==> src/rtl/gpr_write_arbiter.sv <==
// Arbitrates the single GPR write port between the in-order writeback (A) and a
// queued multi-cycle result stream (B), with a fairness rule so a full queue drains.
module gpr_write_arbiter #(
  parameter int ADDR_WIDTH = 5,
  parameter int DATA_WIDTH = 32,
  parameter int FIFO_DEPTH = 4
) (
  input  logic                          clock,
  input  logic                          reset,
  input  logic                          a_valid,
  input  logic [ADDR_WIDTH-1:0]         a_addr,
  input  logic [DATA_WIDTH-1:0]         a_data,
  output logic                          a_ready,
  input  logic                          b_valid,
  input  logic [ADDR_WIDTH-1:0]         b_addr,
  input  logic [DATA_WIDTH-1:0]         b_data,
  output logic                          b_ready,
  input  logic [ADDR_WIDTH-1:0]         query_addr,
  output logic                          query_pending,
  output logic [$clog2(FIFO_DEPTH):0]   fifo_count,
  output logic                          write_enable,
  output logic [ADDR_WIDTH-1:0]         write_addr,
  output logic [DATA_WIDTH-1:0]         write_data
);

  localparam int PTR_W = $clog2(FIFO_DEPTH);
  localparam int CNT_W = PTR_W + 1;

  typedef enum logic {GRANT_A = 1'b0, GRANT_FIFO = 1'b1} grant_e;

  grant_e                  last_grant;
  logic [ADDR_WIDTH-1:0]   entry_addr [FIFO_DEPTH];
  logic [DATA_WIDTH-1:0]   entry_data [FIFO_DEPTH];
  logic [PTR_W-1:0]        rd_ptr;
  logic [PTR_W-1:0]        wr_ptr;
  logic [CNT_W-1:0]        count;
  logic [PTR_W-1:0]        slot_ofs;
  logic                    empty;
  logic                    full;
  logic                    grant_fifo;
  logic                    grant_a;
  logic                    push;
  logic [ADDR_WIDTH-1:0]   head_addr;
  logic [DATA_WIDTH-1:0]   head_data;

  assign empty      = (count == '0);
  assign full       = (count == CNT_W'(FIFO_DEPTH));
  // No grants while reset is held, so nothing is consumed during reset.
  assign grant_fifo = reset && !empty && (!a_valid || (full && last_grant == GRANT_A));
  assign grant_a    = reset && a_valid && !grant_fifo;
  assign a_ready    = grant_a;
  assign b_ready    = !full;
  assign push       = b_valid && b_ready;
  assign head_addr  = entry_addr[rd_ptr];
  assign head_data  = entry_data[rd_ptr];
  assign fifo_count = count;

  // A slot is live when its distance from the read pointer is below the occupancy.
  always_comb begin
    query_pending = 1'b0;
    slot_ofs      = '0;
    for (int i = 0; i < FIFO_DEPTH; i++) begin
      slot_ofs = PTR_W'(i) - rd_ptr;
      if (({1'b0, slot_ofs} < count) && (entry_addr[i] == query_addr) && (query_addr != '0))
        query_pending = 1'b1;
    end
  end

  always_ff @(posedge clock) begin
    if (push) begin
      entry_addr[wr_ptr] <= b_addr;
      entry_data[wr_ptr] <= b_data;
    end
  end

  always_ff @(posedge clock) begin
    if (!reset) begin
      count        <= '0;
      rd_ptr       <= '0;
      wr_ptr       <= '0;
      write_enable <= 1'b0;
      write_addr   <= '0;
      write_data   <= '0;
      last_grant   <= GRANT_A;
    end else begin
      // Register zero is architecturally constant: consume the request, suppress the write.
      write_enable <= (grant_a && a_addr != '0) || (grant_fifo && head_addr != '0);
      if (grant_a) begin
        write_addr <= a_addr;
        write_data <= a_data;
        last_grant <= GRANT_A;
      end else if (grant_fifo) begin
        write_addr <= head_addr;
        write_data <= head_data;
        last_grant <= GRANT_FIFO;
        rd_ptr     <= rd_ptr + PTR_W'(1);
      end
      if (push)
        wr_ptr <= wr_ptr + PTR_W'(1);
      case ({push, grant_fifo})
        2'b10:   count <= count + CNT_W'(1);
        2'b01:   count <= count - CNT_W'(1);
        default: count <= count;
      endcase
    end
  end

endmodule

==> config.mk <==
export PLATFORM = sky130hd
export DESIGN_NAME = gpr_write_arbiter
export DESIGN_NICKNAME = d
export VERILOG_FILES = /design/src/rtl/gpr_write_arbiter.sv
export SDC_FILE = /design/constraint.sdc
export NUM_CORES = 1
export LEC_CHECK = 0
export CELL_PAD_IN_SITES_DETAIL_PLACEMENT = 0
export CELL_PAD_IN_SITES_GLOBAL_PLACEMENT = 1
export CORE_MARGIN = 8
export CORE_UTILIZATION = 45
export CTS_BUF_LIST = sky130_fd_sc_hd__clkbuf_16
export CTS_CLUSTER_SIZE = 10
export DETAILED_ROUTE_END_ITERATION = 6
export PLACE_DENSITY = 0.79
export SETUP_SLACK_MARGIN = 0.02
export SYNTH_ARGS = -nofsm -noshare
export SYNTH_HDL_FRONTEND = slang
export SYNTH_SLANG_ARGS = --single-unit
==> constraint.sdc <==
create_clock -name clock -period 2.7 [get_ports clock]
set_input_delay 0.405 -clock clock [delete_from_list [all_inputs] [get_ports clock]]
set_output_delay 0.405 -clock clock [all_outputs]
set_load 0.02 [all_outputs]
**Word-level counts from Yosys, hierarchy flattened**

Memory sizes are Yosys's and may differ from the RTL's. A register that Yosys moved wholly into a read port is not among the register bits.
Index checks and enable logic that the tools add are counted.

- Add/sub/neg operators: 8
- Order comparisons: 4
- Equal/unequal tests: 7
- Multiplexer cells: 15
- Bitwise gates (word level): 3
- Reductions and logical operators: 30

Operator list:

| operator | count |
|---|---|
| $mux 32 | 2 |
| $eq 5x5->1 | 4 |
| $logic_and 1x1->1 | 16 |
| $reduce_bool 5->1 | 3 |
| $lt 2x3->1 | 4 |
| $mux 5 | 2 |
| $mux 2 | 4 |
| $mux 1 | 6 |
| $pmux 3 s2 | 1 |
| $add 2x1->2 const B | 2 |
| $logic_not 1->1 | 4 |
| $reduce_bool 2->1 | 2 |
| $sub 1x2->2 const A | 2 |
| $sub 2x2->2 const A | 2 |
| $add 3x1->3 const B | 1 |
| $eq 3x3->1 const B | 1 |
| $logic_not 3->1 | 1 |
| $not 1->1 | 3 |
| $sub 3x1->3 const B | 1 |
| $eq 2x1->1 const B | 1 |
| $eq 2x2->1 const B | 1 |
| $logic_or 1x1->1 | 2 |
| $reduce_and 2->1 | 1 |
| $reduce_or 2->1 | 1 |

- Register bits after elaboration: 46
- RAM bits: 148
- Input bits: 83
- Output and inout port bits: 44
- Memories: 2

Memory list:

| memory | depth | width | rd ports | clocked after Yosys merged registers in | wr ports | RTL line | RTL |
|---|---|---|---|---|---|---|---|
| entry_data | 4 | 32 | 1 | 1 | 1 | 33 | `logic [DATA_WIDTH-1:0] entry_data [FIFO_DEPTH];` |
| entry_addr | 4 | 5 | 5 | 1 | 1 | 32 | `logic [ADDR_WIDTH-1:0] entry_addr [FIFO_DEPTH];` |

**Logic depth before layout (Yosys ltp)**

- Depth in word-level cells: 10
- Gate-level depth with buffers: 11
- Mapped depth without buffers: 10

**Worst setup path after synthesis**

OpenSTA, ideal clock, no wires.

- Path kind: register -> register
- Start point: register count[2], in the netlist fifo_count[2]
- End point: register count[2], in the netlist fifo_count[2]
- Library setup time: 0.076 ns
- Arrival time: 2.442 ns
- Path slack: 0.182 ns
- Stages on the path, launching flop included: 11
- Path buffers: 1
- Period minus slack after synthesis: 2.518 ns
- Cell sequence: dfxtp_1 clkbuf_1 nand3_1 and2_1 inv_1 ha_1 inv_1 fa_1 xor2_1 or3_1 a21boi_0

RTL lines:

| item | RTL line | RTL |
|---|---|---|
| start: declaration | 36 | `logic [CNT_W-1:0] count;` |
| start signal: assignment | 101 | `2'b10: count <= count + CNT_W'(1);` |
| start signal: assignment | 102 | `2'b01: count <= count - CNT_W'(1);` |
| start signal: assignment | 103 | `default: count <= count;` |
| $eq 3x3->1 (*) | 47 | `assign full = (count == CNT_W'(FIFO_DEPTH));` |
| $logic_not 1->1 (*) | 52 | `assign b_ready = !full;` |
| named net b_ready | 17 | `output logic b_ready,` |
| $logic_and 1x1->1 (*) | 53 | `assign push = b_valid && b_ready;` |
| $eq 2x1->1 or $eq 2x2->1 (tied branches) | 100 | `case ({push, grant_fifo})` |
| $pmux 3 s2 or $reduce_bool 2->1 (tied branches) | -- |  |

The timed path passes the listed nets; every way through them passes the cells marked *.
A chain may end at the register's enable or synchronous reset.

**Worst setup path in the final report**

- Start point: register count[1], in the netlist fifo_count[1]
- End point: output query_pending

- Word-level cells in the longest chain between the ends: 7

Ends and longest elaborated chain:

| item | RTL line | RTL |
|---|---|---|
| $lt 2x3->1 | 64 | `if (({1'b0, slot_ofs} < count) && (entry_addr[i] == query_addr) && (query_addr != '0))` |
| $logic_and 1x1->1 (2 in a row) | 64 |  |
| $mux 1 (3 in a row) | 64 |  |
| $mux 1 (*) | 64 |  |
| end: declaration | 19 | `output logic query_pending,` |

Mark *: on every way between the ends. The rest lies on a longest branch, timed or not.

==> results_dict.tcl <==
set metrics [dict create \
    hpwl_um 11500 \
    pin_count 127 \
    synthArstFlopShare_pct 0 \
    post-route-period-util_pct 90.3 \
    area_growth_pct 27.6 \
    yosys_most_used_dff "edfxtp_1" \
    maxSlewHeadroom_pct 65.8 \
    drt_iter0_markers 228 \
    cp.required_ns 2.30 \
    cts-root-buf "clkbuf_16" \
    fp.coreArea_sq_um 17200 \
    max_freq_mhz 410 \
    regArea_sq_um 5410 \
    ys_ff_latch 196 \
    startpoint_type "register" \
    multiInputGateArea_sq_um 2270 \
    grt_start_max_net_pins 63 \
    drc_errors 0 \
    power.leakage_nw 3.36 \
    clockBufferDepth 2 \
    synth_fp_nets 568 \
    rows 48 \
    cts-buffers-inserted 17 \
    synth_warnings 0 \
    crit_type "register to output pin" \
    dr_total_vias 4486 \
    hold_buffers 0 \
    first_global_vias 4768 \
    layout_min_cycle_time_ns 2.44 \
    utilization_pct 58.2 \
    rsz0062_at_grt "false" \
    vdd_drop_max_uv 478 \
    clk_latency_ns 0.43 \
    synth-edff-count 148 \
    seq_area_frac_synth_pct 69.0 \
    dpl_worst_slack_ns -0.0843 \
    cts_tree "yes" \
    die_area_sq_um 21900 \
    drive_gt1_share_pct 16.0 \
    die_h_um 148 \
    ant_nets 0 \
    ys_types 35 \
    place_congestion 0.867 \
    wl_per_cell_um 20.3 \
    fin_ws_ns 0.262 \
    slew_violations 0 \
    grt_pass1_wl_um 27000 \
    h-tree-depth 4 \
    gr-total-overflow 0 \
    dieWidth_um 148 \
    netlist_area_sq_um 7830 \
    avgViaCountPerCell 5.30 \
    cp.arrival_ns 2.03 \
    cts.clk_slew.worst_paths_ns 0.07 \
    nFillCells 1360 \
    antenna_found_initial 2 \
    drv_cap 0 \
    cp_max_fo 6 \
    gr-usage-all-layers_pct 16.4 \
    start_util_pct 45.6 \
    hp-class "input port to register" \
    setup_viol 0 \
    endpoint_kind "output pin" \
    wl_um 17200 \
    run_status "finished, final reports clean" \
    post_cts_buffers 0 \
    tightest_slew_ns 0.513 \
    timing.final.hold_violations 0 \
    avgSynthCellArea_sq_um 16.5 \
    synthCells 475 \
    power_density_nw_per_um2 859 \
    drt_first_pass_iters 4 \
    port_buffers 126 \
    final_nets 700 \
    cts.sinks 196 \
    clock_skew_ns 0.00640 \
]
-- through the flow --
step,power [mW],hold slack (ns),instances,setup TNS (ns),area [sq um]
5_1_grt,9.00,0.484,846,0,9990
6_report,8.59,0.492,846,0,9990
3_5_place_dp,6.41,0.512,813,-0.0843,9460
3_3_place_gp,6.35,0.493,813,-0.0452,9460
4_1_cts,8.68,0.469,845,0,9980
2_1_floorplan,5.43,0.476,475,0,7830
-- synthesized netlist by cell type, types with 6 or more instances --
| library cell | count | area share (%) |
|---|---|---|
| clkbuf_1 | 22 | 1.1 |
| and2_1 | 7 | 0.56 |
| dfxtp_1 | 48 | 12 |
| mux2i_1 | 37 | 4.7 |
| edfxtp_1 | 148 | 57 |
| ha_1 | 9 | 1.4 |
| mux4_2 | 37 | 11 |
| xor2_1 | 13 | 1.5 |
| inv_1 | 10 | 0.48 |
| xnor2_1 | 13 | 1.5 |
| and3_1 | 6 | 0.48 |
| buf_2 | 6 | 0.38 |
| o21ai_0 | 40 | 2.6 |
| a21oi_1 | 43 | 2.7 |
| nand2_1 | 7 | 0.34 |
-- area by class of cell --
class | count | area share (%)
diodes | 1 | 0.0250
clock buffers | 17 | 4.26
clock inverters | 15 | 1.03
inverters | 10 | 0.376
multi-input cells | 236 | 22.7
flip-flops and latches | 196 | 54.2
well taps | 225 | 2.82
repair buffers | 146 | 14.6
-- cells by family (layout without fill, tap and decap cells) --
kind of cell	Yosys count	after routing	synth area share, %
DFF	196	196	69.0
muxes	74	74	15.4
xor gates and xnor gates	26	26	2.91
buffers and inverters	43	188	2.36
AOI/OAI and AO/OA	92	92	6.21
and+or+nand+nor	34	34	2.44
other	0	1	0
adders and majority gates	10	10	1.69
-- final timing paths --
check | start | to | slack [ns] | cells past startpoint
hold reg to reg | wr_ptr[1] | wr_ptr[1] | 0.51 | 2
setup reg to reg | fifo_count[0] | fifo_count[2] | 0.34 | 9
setup / recovery | fifo_count[1] | query_pending | 0.26 | 7
hold / removal | reset | write_addr[2] | 0.49 | 4
-- timing repair --
action	4_1_cts	5_1_grt
setup endpoints to repair	1	1
resized for setup	4	7
endpoints found under the hold margin	0	0
-- registers in the layout, summed over array words and instances, names as in the netlist, named ones only --
register and flops:
last_grant 1, wr_ptr 2, write_data 32, fifo_count 3, write_enable 1, entry_data 128
write_addr 5, entry_addr 20, rd_ptr 2
-- metal layers --
metal / GRT usage (%) / wire length [um]
met2: 27.5 / 8680
met4: 6.73 / 276
met3: 4.68 / 1040
met1: 19.4 / 7200
met5: 0 / 13
-- cells in the final DEF (no fill, tap or decap), drive strengths merged, types with 2 or more instances in the layout --
master	n
a21boi	2
clkdlybuf4s50	124
or4	3
nor2	2
dfxtp	48
a221oi	2
o21ai	41
mux4	37
xnor2	13
xor2	13
nand4	2
edfxtp	148
mux2i	37
buf	22
nand2	7
clkbuf	17
ha	9
clkinv	9
nor4	2
a21oi	43
inv	14
and3	6
or3	2
and2	7
-- report_power, final --
group / switching (mW) / total, mW / leakage, nW / internal (mW)
registers: 0.198 / 3.87 / 1.76 / 3.68
logic: 1.23 / 2.45 / 1.32 / 1.22
clock network: 1.02 / 2.27 / 0.276 / 1.24
total: 2.45 / 8.59 / 3.36 / 6.14
-- worst max-delay path: stages, from the launching register on --
cell	delay, ns
dfxtp_2	0.38
inv_2	0.09
ha_1	0.31
nor2b_1	0.05
a2111oi_1	0.36
a21oi_1	0.07
a21oi_1	0.16
buf_2	0.18
No activity file was read; power rests on OpenSTA's default activity.
